## src/rtl/chip8_mem_pkg.sv

```systemverilog
// Shared types and constants for the Chip-8 RAM arbiter.
// The ROM-protection option is selected with macro CHIP8_ROM_PROTECT_EN in chip8_mem_arbiter.
package chip8_mem_pkg;

    localparam int ADDR_W_DEF = 12;
    localparam int DATA_W_DEF = 8;

    // Interpreter/font area that stays read-only for CPU and blitter when protection is built in
    localparam logic [11:0] PROT_LIMIT = 12'h200;

    typedef enum logic [1:0] {
        IDLE  = 2'd0,
        ISSUE = 2'd1,
        DONE  = 2'd2
    } arb_state_e;

    typedef enum logic [1:0] {
        UPL = 2'd0,
        CPU = 2'd1,
        BLT = 2'd2
    } req_id_e;

    function automatic logic is_rom_addr(input logic [31:0] addr);
        return (addr < 32'(PROT_LIMIT));
    endfunction

endpackage

```

## src/rtl/chip8_rr_arb2.sv

```systemverilog
// Two-way round-robin pick; last=1 means requester 0 was granted most recently.
module chip8_rr_arb2 (
    input  logic req0,
    input  logic req1,
    input  logic last,
    output logic gnt0,
    output logic gnt1
);

    // Contention goes to whoever was not served last; a lone requester always wins
    always_comb begin
        gnt0 = 1'b0;
        gnt1 = 1'b0;
        if (req0 && req1) begin
            if (last) begin
                gnt1 = 1'b1;
            end else begin
                gnt0 = 1'b1;
            end
        end else begin
            gnt0 = req0;
            gnt1 = req1;
        end
    end

endmodule

```

## src/rtl/chip8_mem_arbiter.sv

```systemverilog
// Single-port RAM arbiter for upload, CPU and blitter; one access per IDLE->ISSUE->DONE pass.
// Define CHIP8_ROM_PROTECT_EN to drop CPU/blitter writes below PROT_LIMIT and report prot_err.
module chip8_mem_arbiter
    import chip8_mem_pkg::*;
#(
    parameter int ADDR_W = ADDR_W_DEF,
    parameter int DATA_W = DATA_W_DEF
) (
    input  logic              clk,
    input  logic              reset,
    input  logic              up_en,
    input  logic [ADDR_W-1:0] up_a,
    input  logic [DATA_W-1:0] up_d,
    input  logic              cpu_req,
    input  logic              cpu_we,
    input  logic [ADDR_W-1:0] cpu_a,
    input  logic [DATA_W-1:0] cpu_wd,
    output logic              cpu_ack,
    output logic [DATA_W-1:0] cpu_rd,
    input  logic              blt_req,
    input  logic              blt_we,
    input  logic [ADDR_W-1:0] blt_a,
    input  logic [DATA_W-1:0] blt_wd,
    output logic              blt_ack,
    output logic [DATA_W-1:0] blt_rd,
    output logic [ADDR_W-1:0] mem_a,
    output logic              mem_we,
    output logic [DATA_W-1:0] mem_wd,
    input  logic [DATA_W-1:0] mem_rd,
    output logic              up_ovf,
    output logic              prot_err
);

    arb_state_e        state_r;
    arb_state_e        state_nx_s;
    req_id_e           owner_r;
    req_id_e           sel_id_s;
    logic              up_pend_r;
    logic [ADDR_W-1:0] up_a_r;
    logic [DATA_W-1:0] up_d_r;
    logic              last_cpu_r;
    logic              cpu_live_s;
    logic              blt_live_s;
    logic              gnt_cpu_s;
    logic              gnt_blt_s;
    logic              is_idle_s;
    logic              take_upl_s;
    logic              take_cpu_s;
    logic              take_blt_s;
    logic              start_s;
    logic              done_cpu_s;
    logic              done_blt_s;
    logic [ADDR_W-1:0] sel_a_s;
    logic              sel_we_s;
    logic [DATA_W-1:0] sel_wd_s;
    logic              sel_block_s;

    // A requester sees its ack this cycle and drops req on the next edge, so it must not re-win now
    assign cpu_live_s = cpu_req & ~cpu_ack;
    assign blt_live_s = blt_req & ~blt_ack;

    chip8_rr_arb2 u_rr (
        .req0 (cpu_live_s),
        .req1 (blt_live_s),
        .last (last_cpu_r),
        .gnt0 (gnt_cpu_s),
        .gnt1 (gnt_blt_s)
    );

    assign is_idle_s  = (state_r == IDLE);
    assign take_upl_s = is_idle_s & up_pend_r;
    assign take_cpu_s = is_idle_s & ~up_pend_r & gnt_cpu_s;
    assign take_blt_s = is_idle_s & ~up_pend_r & gnt_blt_s;
    assign start_s    = take_upl_s | take_cpu_s | take_blt_s;
    assign done_cpu_s = (state_r == DONE) && (owner_r == CPU);
    assign done_blt_s = (state_r == DONE) && (owner_r == BLT);

    // Winner's access fields; uploads are always writes
    always_comb begin
        sel_id_s = UPL;
        sel_a_s  = up_a_r;
        sel_we_s = 1'b1;
        sel_wd_s = up_d_r;
        if (take_cpu_s) begin
            sel_id_s = CPU;
            sel_a_s  = cpu_a;
            sel_we_s = cpu_we;
            sel_wd_s = cpu_wd;
        end else if (take_blt_s) begin
            sel_id_s = BLT;
            sel_a_s  = blt_a;
            sel_we_s = blt_we;
            sel_wd_s = blt_wd;
        end else begin
            sel_id_s = UPL;
            sel_a_s  = up_a_r;
            sel_we_s = 1'b1;
            sel_wd_s = up_d_r;
        end
    end

`ifdef CHIP8_ROM_PROTECT_EN
    assign sel_block_s = (sel_id_s != UPL) && sel_we_s && is_rom_addr(32'(sel_a_s));
`else
    assign sel_block_s = 1'b0;
`endif

    // Next-state: an access, once started, always runs through ISSUE and DONE
    always_comb begin
        state_nx_s = state_r;
        case (state_r)
            IDLE: begin
                if (start_s) begin
                    state_nx_s = ISSUE;
                end else begin
                    state_nx_s = IDLE;
                end
            end
            ISSUE:   state_nx_s = DONE;
            DONE:    state_nx_s = IDLE;
            default: state_nx_s = IDLE;
        endcase
    end

    // State register
    always_ff @(posedge clk) begin
        if (reset) begin
            state_r <= IDLE;
        end else begin
            state_r <= state_nx_s;
        end
    end

    // Owner of the in-flight access and round-robin history
    always_ff @(posedge clk) begin
        if (reset) begin
            owner_r    <= UPL;
            last_cpu_r <= 1'b0;
        end else if (start_s) begin
            owner_r <= sel_id_s;
            if (take_cpu_s || take_blt_s) begin
                last_cpu_r <= take_cpu_s;
            end
        end
    end

    // One-entry upload buffer; a strobe arriving while it is still full is lost and flagged
    always_ff @(posedge clk) begin
        if (reset) begin
            up_pend_r <= 1'b0;
            up_a_r    <= {ADDR_W{1'b0}};
            up_d_r    <= {DATA_W{1'b0}};
            up_ovf    <= 1'b0;
        end else if (up_en) begin
            if (up_pend_r && !take_upl_s) begin
                up_ovf <= 1'b1;
            end else begin
                up_pend_r <= 1'b1;
                up_a_r    <= up_a;
                up_d_r    <= up_d;
            end
        end else if (take_upl_s) begin
            up_pend_r <= 1'b0;
        end
    end

    // RAM port: loaded on the way into ISSUE, write enable only ever high during ISSUE
    always_ff @(posedge clk) begin
        if (reset) begin
            mem_a  <= {ADDR_W{1'b0}};
            mem_we <= 1'b0;
            mem_wd <= {DATA_W{1'b0}};
        end else if (start_s) begin
            mem_a  <= sel_a_s;
            mem_we <= sel_we_s & ~sel_block_s;
            mem_wd <= sel_wd_s;
        end else begin
            mem_we <= 1'b0;
        end
    end

    // Completion: RAM data is valid during DONE, captured alongside the one-cycle ack
    always_ff @(posedge clk) begin
        if (reset) begin
            cpu_ack <= 1'b0;
            blt_ack <= 1'b0;
            cpu_rd  <= {DATA_W{1'b0}};
            blt_rd  <= {DATA_W{1'b0}};
        end else begin
            cpu_ack <= done_cpu_s;
            blt_ack <= done_blt_s;
            if (done_cpu_s) begin
                cpu_rd <= mem_rd;
            end
            if (done_blt_s) begin
                blt_rd <= mem_rd;
            end
        end
    end

`ifdef CHIP8_ROM_PROTECT_EN
    logic blocked_r;

    // Remember a dropped write so its violation pulse lines up with the ack
    always_ff @(posedge clk) begin
        if (reset) begin
            blocked_r <= 1'b0;
            prot_err  <= 1'b0;
        end else begin
            if (start_s) begin
                blocked_r <= sel_block_s;
            end
            prot_err <= (done_cpu_s || done_blt_s) && blocked_r;
        end
    end
`else
    assign prot_err = 1'b0;
`endif

endmodule

```

## config.mk

```make
export PLATFORM = sky130hd
export DESIGN_NAME = chip8_mem_arbiter
export DESIGN_NICKNAME = d
export VERILOG_FILES = /design/src/rtl/chip8_mem_pkg.sv /design/src/rtl/chip8_rr_arb2.sv /design/src/rtl/chip8_mem_arbiter.sv
export SDC_FILE = /design/constraint.sdc
export NUM_CORES = 1
export LEC_CHECK = 0
export BUFFER_PORTS_ARGS = -buffer_cell sky130_fd_sc_hd__buf_2
export CAP_MARGIN = 30
export CORE_MARGIN = 10
export CORE_UTILIZATION = 51
export CTS_BUF_LIST = sky130_fd_sc_hd__clkbuf_2 sky130_fd_sc_hd__clkbuf_4 sky130_fd_sc_hd__clkbuf_8
export CTS_CLUSTER_SIZE = 12
export DETAILED_ROUTE_END_ITERATION = 8
export PLACE_DENSITY = 0.85
export SLEW_MARGIN = 15
export SYNTH_ARGS = -nofsm -noshare
export SYNTH_HDL_FRONTEND = slang
export SYNTH_HIERARCHICAL = 1
export SYNTH_SLANG_ARGS = --single-unit
```

## constraint.sdc

```tcl
create_clock -name clk -period 3.24 [get_ports clk]
set_clock_uncertainty 0.2 [all_clocks]
set_input_delay 0.648 -clock clk [delete_from_list [all_inputs] [get_ports clk]]
set_output_delay 0.648 -clock clk [all_outputs]
set_load 0.01 [all_outputs]
```

# Yosys cells after proc, flatten, opt, wreduce, memory -nomap -nowiden
# Cells that the tools add are included.
dict set report totals {
  register_bits 66
  input_bits 75
  output_inout_bits 41
  word_cells 62
}
dict set report op_classes {
  bitwise 13
  muxes 17
  eq_ne 5
  n_reduce_logical 13
}
# cell n
set op_table {}
lappend op_table {{two-way mux 12 bit} 2}
lappend op_table {{two-way mux 8 bit} 2}
lappend op_table {{two-way mux 1 bit} 10}
lappend op_table {{AND reduction 2 bit} 4}
lappend op_table {{bitwise AND 1 bit} 6}
lappend op_table {{inverter 1 bit} 5}
lappend op_table {{equality test 2 x 1 -> 1 bit (second input constant)} 2}
lappend op_table {{equality test 2 bit (second input constant)} 2}
lappend op_table {{logical AND 1 bit} 4}
lappend op_table {{two-way mux 2 bit} 2}
lappend op_table {{one-hot mux 2 bit (2 select lines)} 1}
lappend op_table {{logical NOT 2 bit} 1}
lappend op_table {{!= test 2 bit (second input constant)} 1}
lappend op_table {{OR 1 bit} 2}
lappend op_table {{nonzero test 2 bit} 1}
lappend op_table {{OR reduction 2 bit} 1}
lappend op_table {{logical NOT 1 bit} 1}
lappend op_table {{logical OR 1 bit} 1}

# Depth between registers and ports, before layout
# Gate-level depths: netlist of the first run.
dict set report logic_depth {
  ltp_word 9
  depth_mapped 7
  ltp_nobuf 5
}

# Modules after synthesis
# The synthesis of the first run kept the hierarchy.
# module area_each_um2 cells_each instances
set by_module_without_submodules {}
lappend by_module_without_submodules {chip8_mem_arbiter 3072.9 346 1}
lappend by_module_without_submodules {chip8_rr_arb2 18.8 3 1}

# Least setup slack after synthesis of the first run
# OpenSTA, ideal clock, no wires.
dict set report synth_timing {
  path_kind {in2reg}
  start {input port cpu_req}
  end {register mem_a[0]}
  arrival_time_ns 2.229
  setup_ns 0.087
  t_required_ns 2.953
  cell_stages 6
  n_path_buf 1
  slack_ns 0.724
  cell_sequence {nor2b_1 -> a21boi_0 -> nor4b_2 -> buf_2 -> a221oi_1 -> a221oi_2}
}
dict set report synth_via {
  elab_chain_cells 6
  word_cells_on_any_way 10
  cone_classes {4 x mux; 5 x bitwise; 1 x reduce/logical}
}
# item line_no
set synth_rtl {}
lappend synth_rtl {{from (decl)} chip8_mem_arbiter.sv:14} ;# input logic cpu_req,
lappend synth_rtl {{bitwise AND 1 bit (*)} chip8_mem_arbiter.sv:59} ;# assign cpu_live_s = cpu_req & ~cpu_ack;
lappend synth_rtl {{logical AND 1 bit} chip8_rr_arb2.sv:14} ;# if (req0 && req1) begin
lappend synth_rtl {{two-way mux 1 bit (*)} chip8_rr_arb2.sv:14}
lappend synth_rtl {{net gnt_cpu_s} chip8_mem_arbiter.sv:44} ;# logic gnt_cpu_s;
lappend synth_rtl {{bitwise AND 1 bit (*)} chip8_mem_arbiter.sv:72} ;# assign take_cpu_s = is_idle_s & ~up_pend_r & gnt_cpu_s;
lappend synth_rtl {{OR 1 bit (2 in a row)} chip8_mem_arbiter.sv:74} ;# assign start_s = take_upl_s | take_cpu_s | take_blt_s;
lappend synth_rtl {{to (signal assigned)} chip8_mem_arbiter.sv:170} ;# mem_a <= {ADDR_W{1'b0}};
lappend synth_rtl {{to (signal assigned)} chip8_mem_arbiter.sv:174} ;# mem_a <= sel_a_s;
lappend synth_rtl {{to (decl)} chip8_mem_arbiter.sv:26} ;# output logic [ADDR_W-1:0] mem_a,
# Mark *: on every way through the listed nets, which the timed path passes. The rest lies on a longest branch.
# A chain may end at the register's enable or synchronous reset.

# Final worst setup path of the first run
dict set report layout_timing {
  start {input port cpu_req}
  end {register mem_wd[2]}
}
dict set report layout_via {
  elab_chain_cells 6
  word_cells_on_any_way 10
  cone_classes {4 x mux; 5 x bitwise; 1 x reduce/logical}
}
# item line_no
set layout_rtl {}
lappend layout_rtl {{bitwise AND 1 bit (*)} chip8_mem_arbiter.sv:59}
lappend layout_rtl {{net cpu_live_s} chip8_mem_arbiter.sv:42} ;# logic cpu_live_s;
lappend layout_rtl {{logical AND 1 bit} chip8_rr_arb2.sv:14}
lappend layout_rtl {{two-way mux 1 bit (*)} chip8_rr_arb2.sv:14}
lappend layout_rtl {{net gnt_cpu_s} chip8_mem_arbiter.sv:44}
lappend layout_rtl {{bitwise AND 1 bit (*)} chip8_mem_arbiter.sv:72}
lappend layout_rtl {{OR 1 bit (2 in a row)} chip8_mem_arbiter.sv:74}
lappend layout_rtl {{to (signal assigned)} chip8_mem_arbiter.sv:172} ;# mem_wd <= {DATA_W{1'b0}};
lappend layout_rtl {{to (signal assigned)} chip8_mem_arbiter.sv:176} ;# mem_wd <= sel_wd_s;
lappend layout_rtl {{to (decl)} chip8_mem_arbiter.sv:28} ;# output logic [DATA_W-1:0] mem_wd,
# Marked as above.

==> summary.txt, run 1 <==
Timing
  – Worst-Margin Slew: 0.933 ns
  – Maximum operating frequency: between 0.3 and 0.4 GHz
  – Shortest clock period the worst path allows after layout: 2.73 ns
  – Fin crit share: between 80% and 90%
  – Max Transition Viols Final: 0
  – Max_slew headroom: 37.5%
  – Hold Worst Slack: about 0.25 ns
  – Setup TNS: 0 ns
  – Hold violation count in the final report: 0
  – Unrepaired setup endpoints after global routing: no
  – Final number of setup-violating endpoints: 0

Worst setup path
  – Crit path capture type: flip-flop
  – Startpoint-to-endpoint class of the critical path: input port to flip-flop
  – Type of origin of the critical path: input port
  – Data arrival time of the worst path: 2.78 ns
  – Data required time at the worst endpoint: between 3 and 4 ns
  – Crit-path max FO: 20

Yosys
  – Number of synthesized flops with an enable pin: 0
  – Dominant combinational cell family by area after synthesis: compound AO/OA/AOI/OAI gates
  – Yosys Warn Count: 6
  – Multiplexer share of the synthesized area: 0%
  – Xor-xnor portion of the synthesized cell area: 0%
  – Synthesized area per cell: 8.86 sq um
  – Synthesized-area fraction occupied by and/or/nand/nor cells: 18.0%
  – Count of cell types in the netlist: 34
  – Netlist area before placement: 3090 sq um
  – Prevailing post-synth register cell: dfxtp_1
  – Compound-cell area share of the yosys netlist: 30.6%
  – Yosys reg bits: 66
  – Post-Synthesis Cells: 349
  – Share of synthesized area occupied by flip-flops and latches: 42.7%
  – Adder-cell area share of the yosys netlist: 0%
  – Fraction of registers with async set or reset after synthesis: 0%
  – Syn Nets: 424

Die
  – Die area: 9580 sq um
  – Die outline width: 97.9 microns
  – Standard-cell row count: 28
  – Total core area: 5920 sq um
  – Die Ht: 97.9 microns
  – Starting utilization of the core area: between 50% and 60%
  – Total I/O pin count: approximately 120

Clock tree
  – Library cell used as clock root buffer: clkbuf_8
  – Clock tree from TritonCTS: yes
  – Deepest level of the CTS H-tree: 3
  – Max clock buf depth: 2
  – TritonCTS Sinks: 66
  – Num CTS Buffers: 9
  – Post-CTS clock slew at the launch and capture registers of the worst setup and hold paths: 0.08 ns
  – Number of buffers inserted to repair setup after CTS: 0
  – Clock latency on the worst-skew pair: 0.34 ns
  – Number of instances resized during post-cts repair: 0
  – Number of buffers added to fix hold violations after cts: 0

Global route
  – Wire length of the first global-routing pass: 14900 microns
  – Global-route usage over all layers: between 10% and 20%
  – Largest net degree at the start of global routing: 34
  – Residual overflow from global routing: 0
  – Initial antenna violation count: 0
  – Vias in the first global route: roughly 3000

Worst hold path
  – Type of the most critical hold path: flip-flop to flip-flop

Detailed routing
  – Amount of wire on met3 after detailed routing: 733 microns
  – Total wire length: 9240 microns
  – DRT iter0 DRCs: between 200 and 250
  – Remaining routing DRC violations: 0
  – Via density: 5.67
  – Vias: 2985
  – Antenna-violating nets left: 0
  – Average wire per standard cell: 17.6 microns
  – 1st-pass router iterations: 4
  – Routed met2 length: between 4000 and 5000 microns
  – Topmost layer with routed signal wires: met4
  – Wire length on met1: roughly 3800 microns

Power and ir drop
  – PwrDens: 574 nW/um^2
  – Highest ir drop seen on vdd: 313 uV
  – Leakage power summed over all cells: around 1.6 nW

Placed design
  – HPWL reported at the end of detailed placement: 6750 microns
  – Port Buffer Count: between 100 and 150
  – Routability cong.: 0.870

Layout
  – N_diodes: 0
  – Layout net count: between 500 and 600
  – Layout Utilization: 66.3%
  – Layout Area Growth over Synthesis: 27.0%
  – Layout cells sized above 1: 38.1%

Flow run
  – Max-Cap Viols: 0

Status
  – Outcome: finished clean
## area by class of cell
cell class              count  area (sq um)
well taps                  75          93.8
repair buffers            122           643
flip-flops and latches     66          1320
fillers                   478          1990
clock buffers               9           124
multi-input cells         224          1520
clock inverters             7           141
inverters                  23          86.3
## sequential cells by signal, indices dropped and copies added (netlist names)
register	flops
last_cpu_r	1
blt_rd	8
up_d_r	8
state_r	2
cpu_ack	1
mem_we	1
up_a_r	12
up_pend_r	1
mem_a	12
blt_ack	1
up_ovf	1
mem_wd	8
cpu_rd	8
owner_r	2
## critical path: stages
cell      delay (ns)
buf_2           0.07
nor2b_1         0.19
a21boi_0        0.74
nor4b_4         0.34
buf_4           0.33
a221oi_1        0.18
a221oi_2        0.28
## cell families (layout without fill, tap and decap cells)
logic type      count (synthesis)  after routing
buf+inv                        59            161
other cells                     1              1
simple gates                  102            102
flops                          66             66
compound gates                121            121
## routing by layer
metal  vias to the layer above  track usage (%)
met5                         -                0
met4                         0             7.83
met3                        23             5.43
met2                       129             29.2
met1                      1394             22.4
li1                       1439                -
## layout by cell type (no fill, tap or decap), types with 2 or more instances in the layout
master / synthesis / final
nand2_1: 34 / 34
o21ai_1: 13 / 13
o21ai_0: 23 / 23
buf_2: 11 / 114
a21oi_1: 41 / 41
a2111oi_2: 8 / 8
nor3_2: 2 / 2
a221oi_2: 20 / 20
nand2b_1: 12 / 12
clkbuf_8: 0 / 9
bufinv_16: 0 / 4
dfxtp_1: 66 / 66
inv_1: 23 / 23
nor2b_1: 2 / 2
nor4bb_1: 2 / 2
nor2_1: 5 / 5
buf_4: 2 / 7
nand3_1: 28 / 28
nand4bb_1: 2 / 2
a221oi_1: 12 / 12
and2_1: 8 / 8
## per-stage QoR
stage,instance area [sq um],std cells,power [W],worst slack (ns)
after floorplan,3090,349,0.00122,0.724
after global placement,3660,510,0.00134,0.360
after detailed placement,3660,510,0.00136,0.196
final,3930,526,0.00226,0.515
after CTS,3930,526,0.00226,0.535
after global routing,3930,526,0.00235,0.360
## path summary, 6_finish.rpt
path	to	cells after the start	slack [ns]	startpoint
worst max-delay path	mem_wd[2]	7	0.51	cpu_req
worst min-delay path	blt_rd[1]	2	0.25	blt_rd[1]
worst max register to register	mem_wd[2]	6	0.59	cpu_ack
worst min register to register	blt_rd[1]	2	0.25	blt_rd[1]
## cell usage after synthesis, drive strengths merged (2+ instances only)
cell / count / area (sq um)
nand4bb: 2 / 22.5
a21boi: 2 / 15.0
clkbuf: 18 / 67.6
a2111oi: 8 / 120
or2: 2 / 15.0
and2: 8 / 50.1
nor3: 3 / 25.0
a221oi: 32 / 405
nor2: 5 / 18.8
buf: 18 / 111
a21oi: 41 / 205
inv: 23 / 86.3
o21ai: 36 / 180
nand2: 34 / 128
nand2b: 12 / 75.1
nor2b: 2 / 12.5
nor4bb: 2 / 20.0
dfxtp: 66 / 1320
nand3: 28 / 140
## power by group
| part | internal [W] | switching [W] | total [W] | leakage (nW) |
|---|---|---|---|---|
| Combinational | 0.000180 | 0.000245 | 0.000425 | 0.927 |
| Sequential | 0.000873 | 0.0000451 | 0.000918 | 0.541 |
| Clock | 0.000589 | 0.000323 | 0.000912 | 0.129 |
(Power assumes the default switching activity.)
==> run 2, diff against run 1 <==
- CORE_UTILIZATION: 51 -> 46
- PLACE_DENSITY: 0.85 -> 0.81
- clock period: 3.24 -> 2.45 ns (I/O delays scaled with it)
==> summary.txt, run 2 (synthesis results as in run 1) <==
Clock tree
  – Deepest level of the CTS H-tree: 3
  – TritonCTS Sinks: 66
  – Post-CTS clock slew at the launch and capture registers of the worst setup and hold paths: ~0.080 ns
  – Num CTS Buffers: 9
  – Number of buffers added to fix hold violations after cts: 0
  – Number of buffers inserted to repair setup after CTS: 0
  – Library cell used as clock root buffer: clkbuf_8
  – Clock latency on the worst-skew pair: 0.34 ns
  – Number of instances resized during post-cts repair: 0
  – Clock tree from TritonCTS: yes
  – Max clock buf depth: 2

Global route
  – Vias in the first global route: 2946
  – Largest net degree at the start of global routing: 37
  – Global-route usage over all layers: 17.7%
  – Residual overflow from global routing: 0
  – Initial antenna violation count: 0
  – Wire length of the first global-routing pass: 14700 microns

Layout
  – Fill cell count: approximately 570
  – N_diodes: 0
  – Layout cells sized above 1: 38.9%
  – Most common cell after layout, fill and taps aside: buf_2
  – Largest registers ranked by flip-flop count: mem_a x12, up_a_r x12
  – Layout net count: 527
  – Post-route insts no fill: 534
  – Most used cells in the layout excluding fill and tap cells: buf_2, dfxtp_1, a21oi_1, nand2_1, nand3_1
  – Layout Area Growth over Synthesis: 26.8%

Power and ir drop
  – Switching fraction of total power: 29.4%
  – Total design power: 0.00280 W
  – Psw: 0.000823 W
  – Internal power consumption: 0.00198 W
  – Combinational cell fraction of total power: between 20% and 30%
  – Highest ir drop seen on vdd: 393 uV
  – Leakage power summed over all cells: approximately 1.6 nW
  – Clock network fraction of design power: 36.5%
  – PwrDens: 715 nW/um^2
  – Portion of total power attributed to sequential cells: a little over two fifths

Worst setup path
  – Data required time at the worst endpoint: 2.51 ns
  – Crit-path max FO: 12
  – Reg2Reg Setup Slack: 0.23 ns
  – Type of origin of the critical path: flip-flop
  – Reg2Reg Capture Point: mem_a[6]
  – Crit path capture type: flip-flop
  – Data arrival time of the worst path: 2.28 ns
  – Cells on worst reg2reg path: 6
  – Startpoint-to-endpoint class of the critical path: flip-flop to flip-flop
  – Worst reg2reg path startpoint: blt_ack

Die
  – Die outline width: 102 microns
  – Die area: 10400 sq um
  – Starting utilization of the core area: 48.1%
  – Total core area: 6420 sq um
  – Standard-cell row count: 29
  – Die Ht: just over 100 microns
  – Total I/O pin count: 116

Timing
  – Max Transition Viols Final: 0
  – Unrepaired setup endpoints after global routing: no
  – Final number of setup-violating endpoints: 0
  – Max_slew headroom: 38.3%
  – Worst-Margin Slew: roughly 0.92 ns
  – Hold Worst Slack: 0.187 ns
  – Maximum operating frequency: 0.451 GHz
  – Shortest clock period the worst path allows after layout: 2.22 ns
  – Fin crit share: 90.6%
  – Setup TNS: 0 ns
  – Hold violation count in the final report: 0

Detailed routing
  – DRT iter0 DRCs: 253
  – Vias: 2945
  – Antenna-violating nets left: 0
  – Via density: 5.51
  – Remaining routing DRC violations: 0
  – Total wire length: between 9000 and 10000 microns
  – Average wire per standard cell: 17.3 microns
  – 1st-pass router iterations: 4

Worst hold path
  – Type of the most critical hold path: input port to flip-flop
  – Worst hold start: mem_rd[0]
  – Hold Crit Endpoint: cpu_rd[0]
  – Hold path depth: 3

Placed design
  – Routability cong.: 0.940
  – Port Buffer Count: 114
  – HPWL reported at the end of detailed placement: 7010 microns
  – Placed insts: 518

Flow run
  – Max-Cap Viols: 0

Status
  – Outcome: finished clean
## run 2: critical path, stage by stage, from the launching register on
cell and delay (ns):
dfxtp_1 0.31, nor2b_1 0.12, a21boi_0 0.13, buf_4 0.18, nor2_1 0.70, a221oi_1 0.21, a221oi_2 0.27
## run 2: power groups by stage
| stage | Combinational (W) | Sequential (W) | Clock [W] |
|---|---|---|---|
| after CTS | 0.000568 | 0.00121 | 0.00104 |
| final | 0.000566 | 0.00122 | 0.00102 |
| after floorplan | 0.000376 | 0.00124 | 0 |
| after global routing | 0.000624 | 0.00123 | 0.00109 |
| after global placement | 0.000553 | 0.00123 | 0 |
| after detailed placement | 0.000567 | 0.00124 | 0 |
## run 2: how the worst max path moves through the flow
| stage | end | slack [ns] | from |
|---|---|---|---|
| finish | mem_a[6] | 0.23 | blt_ack |
| global route | mem_a[11] | 0.11 | blt_ack |
| CTS | mem_wd[3] | 0.28 | blt_ack |
| detailed placement | mem_wd[3] | 0.003 | cpu_req |
| global placement | mem_wd[1] | 0.05 | cpu_req |
| floorplan | mem_a[0] | 0.09 | cpu_req |
## run 2: metrics by stage
stage	utilization, %	instance area (sq um)	worst slack, ns
floorplan	-	3090	0.0921
detailed placement	57.6	3700	0.00280
finish	61.1	3920	0.231
global placement	57.6	3700	0.0517
CTS	61.1	3920	0.277
global route	61.1	3920	0.107
## run 2: per-layer routing
metal / part of all wire [%] / GRT usage (%) / vias up
li1: - / - / 1458
met4: 1.4 / 4.88 / 0
met1: 39 / 21.4 / 1356
met3: 9.9 / 6.14 / 13
met2: 49 / 29.3 / 118
met5: 0 / 0 / -
## run 2: cell type report
| type | count | area (sq um) | share of cell area, % |
|---|---|---|---|
| flip-flops and latches | 66 | 1320 | 33.7 |
| repair buffers | 128 | 676 | 17.2 |
| well taps | 77 | 96.3 | 2.46 |
| inverters | 23 | 86.3 | 2.20 |
| clock buffers | 9 | 124 | 3.16 |
| clock inverters | 7 | 100 | 2.55 |
| multi-input cells | 224 | 1520 | 38.7 |
==> run 3, diff against run 2 <==
- CORE_UTILIZATION: 46 -> 39
- PLACE_DENSITY: 0.81 -> 0.71
==> summary.txt, run 3 (synthesis results as in run 1) <==
Status
  – Outcome: finished clean

Worst setup path
  – Startpoint-to-endpoint class of the critical path: flip-flop to flip-flop
  – Type of origin of the critical path: flip-flop
  – Crit path capture type: flip-flop
  – Crit-path max FO: 12
  – Reg2Reg Setup Slack: 0.28 ns
  – Worst reg2reg path startpoint: blt_ack
  – Data arrival time of the worst path: 2.24 ns
  – Cells on worst reg2reg path: 6
  – Reg2Reg Capture Point: mem_a[7]
  – Data required time at the worst endpoint: 2.52 ns

Timing
  – Max_slew headroom: 41.2%
  – Max Transition Viols Final: 0
  – Hold violation count in the final report: 0
  – Least setup slack across all paths after layout: 0.278 ns
  – Unrepaired setup endpoints after global routing: no
  – Maximum operating frequency: 0.460 GHz
  – Fin crit share: just under 90%
  – Hold Worst Slack: roughly 0.18 ns
  – Final number of setup-violating endpoints: 0
  – Worst-Margin Slew: 0.879 ns
  – Shortest clock period the worst path allows after layout: 2.17 ns

Power and ir drop
  – Total design power: about 0.0028 W
  – Highest ir drop seen on vdd: about 270 uV
  – Leakage power summed over all cells: 1.61 nW
  – PwrDens: 693 nW/um^2

Worst hold path
  – Worst hold start: mem_rd[5]
  – Type of the most critical hold path: input port to flip-flop
  – Hold path depth: 3
  – Hold Crit Endpoint: cpu_rd[5]

Detailed routing
  – Total wire length: 9300 microns
  – Average wire per standard cell: 16.6 microns
  – 1st-pass router iterations: 4
  – Remaining routing DRC violations: 0
  – Via density: 5.21
  – DRT iter0 DRCs: approximately 140
  – Antenna-violating nets left: 0
  – Vias: 2924

Die
  – Standard-cell row count: 32
  – Die Ht: ~110 microns
  – Total core area: ~7700 sq um
  – Total I/O pin count: 116
  – Die outline width: 109 microns
  – Die area: 11900 sq um
  – Starting utilization of the core area: approximately two fifths

Global route
  – Initial antenna violation count: 0
  – Global-route usage over all layers: 15.3%
  – Largest net degree at the start of global routing: 31
  – Wire length of the first global-routing pass: around 14000 microns
  – Vias in the first global route: 2842
  – Residual overflow from global routing: 0

Clock tree
  – Library cell used as clock root buffer: clkbuf_8
  – Number of buffers inserted to repair setup after CTS: 0
  – Max clock buf depth: 2
  – Post-CTS clock slew at the launch and capture registers of the worst setup and hold paths: 0.08 ns
  – Deepest level of the CTS H-tree: 3
  – Number of buffers added to fix hold violations after cts: 0
  – Num CTS Buffers: 9
  – Number of instances resized during post-cts repair: 0
  – Clock tree from TritonCTS: yes
  – Clock latency on the worst-skew pair: 0.35 ns
  – TritonCTS Sinks: 66

Flow run
  – Max-Cap Viols: 0

Layout
  – Layout Area Growth over Synthesis: 28.4%
  – Layout Utilization: between 50 and 60%
  – Layout net count: about 530
  – Largest registers ranked by flip-flop count: mem_a x12, up_a_r x12
  – Fill cell count: approximately 700
  – Most common cell after layout, fill and taps aside: buf_2
  – Layout cells sized above 1: 39.2%
  – Most used cells in the layout excluding fill and tap cells: buf_2, dfxtp_1, a21oi_1, nand2_1, nand3_1
  – N_diodes: 0

Placed design
  – Worst setup timing slack at the placement stage: -0.0446 ns
  – Port Buffer Count: between 100 and 150
  – HPWL reported at the end of detailed placement: 7130 microns
  – Routability cong.: 0.876
==> run 3: final cells by class <==
type / instances / area, sq um / share of cell area (%)
sequential: 66 / 1320 / 33.3
inverter: 23 / 86.3 / 2.18
timing repair buffer: 130 / 703 / 17.7
tap: 102 / 128 / 3.22
multi-input combinational: 224 / 1520 / 38.2
clock buffer: 11 / 151 / 3.81
clock inverter: 5 / 61.3 / 1.54
==> run 3: worst max path at each step <==
stage | start | end | slack, ns | depth (start not counted)
floorplan | cpu_req | mem_a[0] | 0.09 | 6
global placement | cpu_req | mem_wd[2] | 0.06 | 7
detailed placement | cpu_req | mem_a[7] | -0.04 | 7
CTS | blt_ack | mem_a[7] | 0.27 | 6
global route | blt_ack | mem_a[7] | 0.07 | 6
finish | blt_ack | mem_a[7] | 0.28 | 6
==> run 3: per-layer routing <==
metal  track usage [%]  wire length (microns)
met3              4.60                    693
met2              24.1                   4410
met5                 0                      0
met4              7.72                    216
met1              18.7                   3980
==> run 3: stage by stage <==
step | cells | instance area (sq um) | TNS [ns]
floorplan | 349 | 3090 | 0
global placement | 545 | 3760 | 0
detailed placement | 545 | 3760 | -0.0981
CTS | 561 | 3970 | 0
global route | 561 | 3970 | 0
finish | 561 | 3970 | 0
==> run 3: worst max-delay path: stages, from the launching register on <==
cell	delay, ns
dfxtp_1	0.31
nor2b_1	0.12
a21boi_0	0.12
buf_4	0.18
nor2_1	0.67
a221oi_1	0.22
a221oi_2	0.26
==> run 3: power breakdown <==
part / switching [W] / leakage, nW / total, W / internal (W)
registers: 0.0000495 / 0.541 / 0.00120 / 0.00115
clock network: 0.000435 / 0.0982 / 0.000964 / 0.000528
logic: 0.000332 / 0.967 / 0.000584 / 0.000252
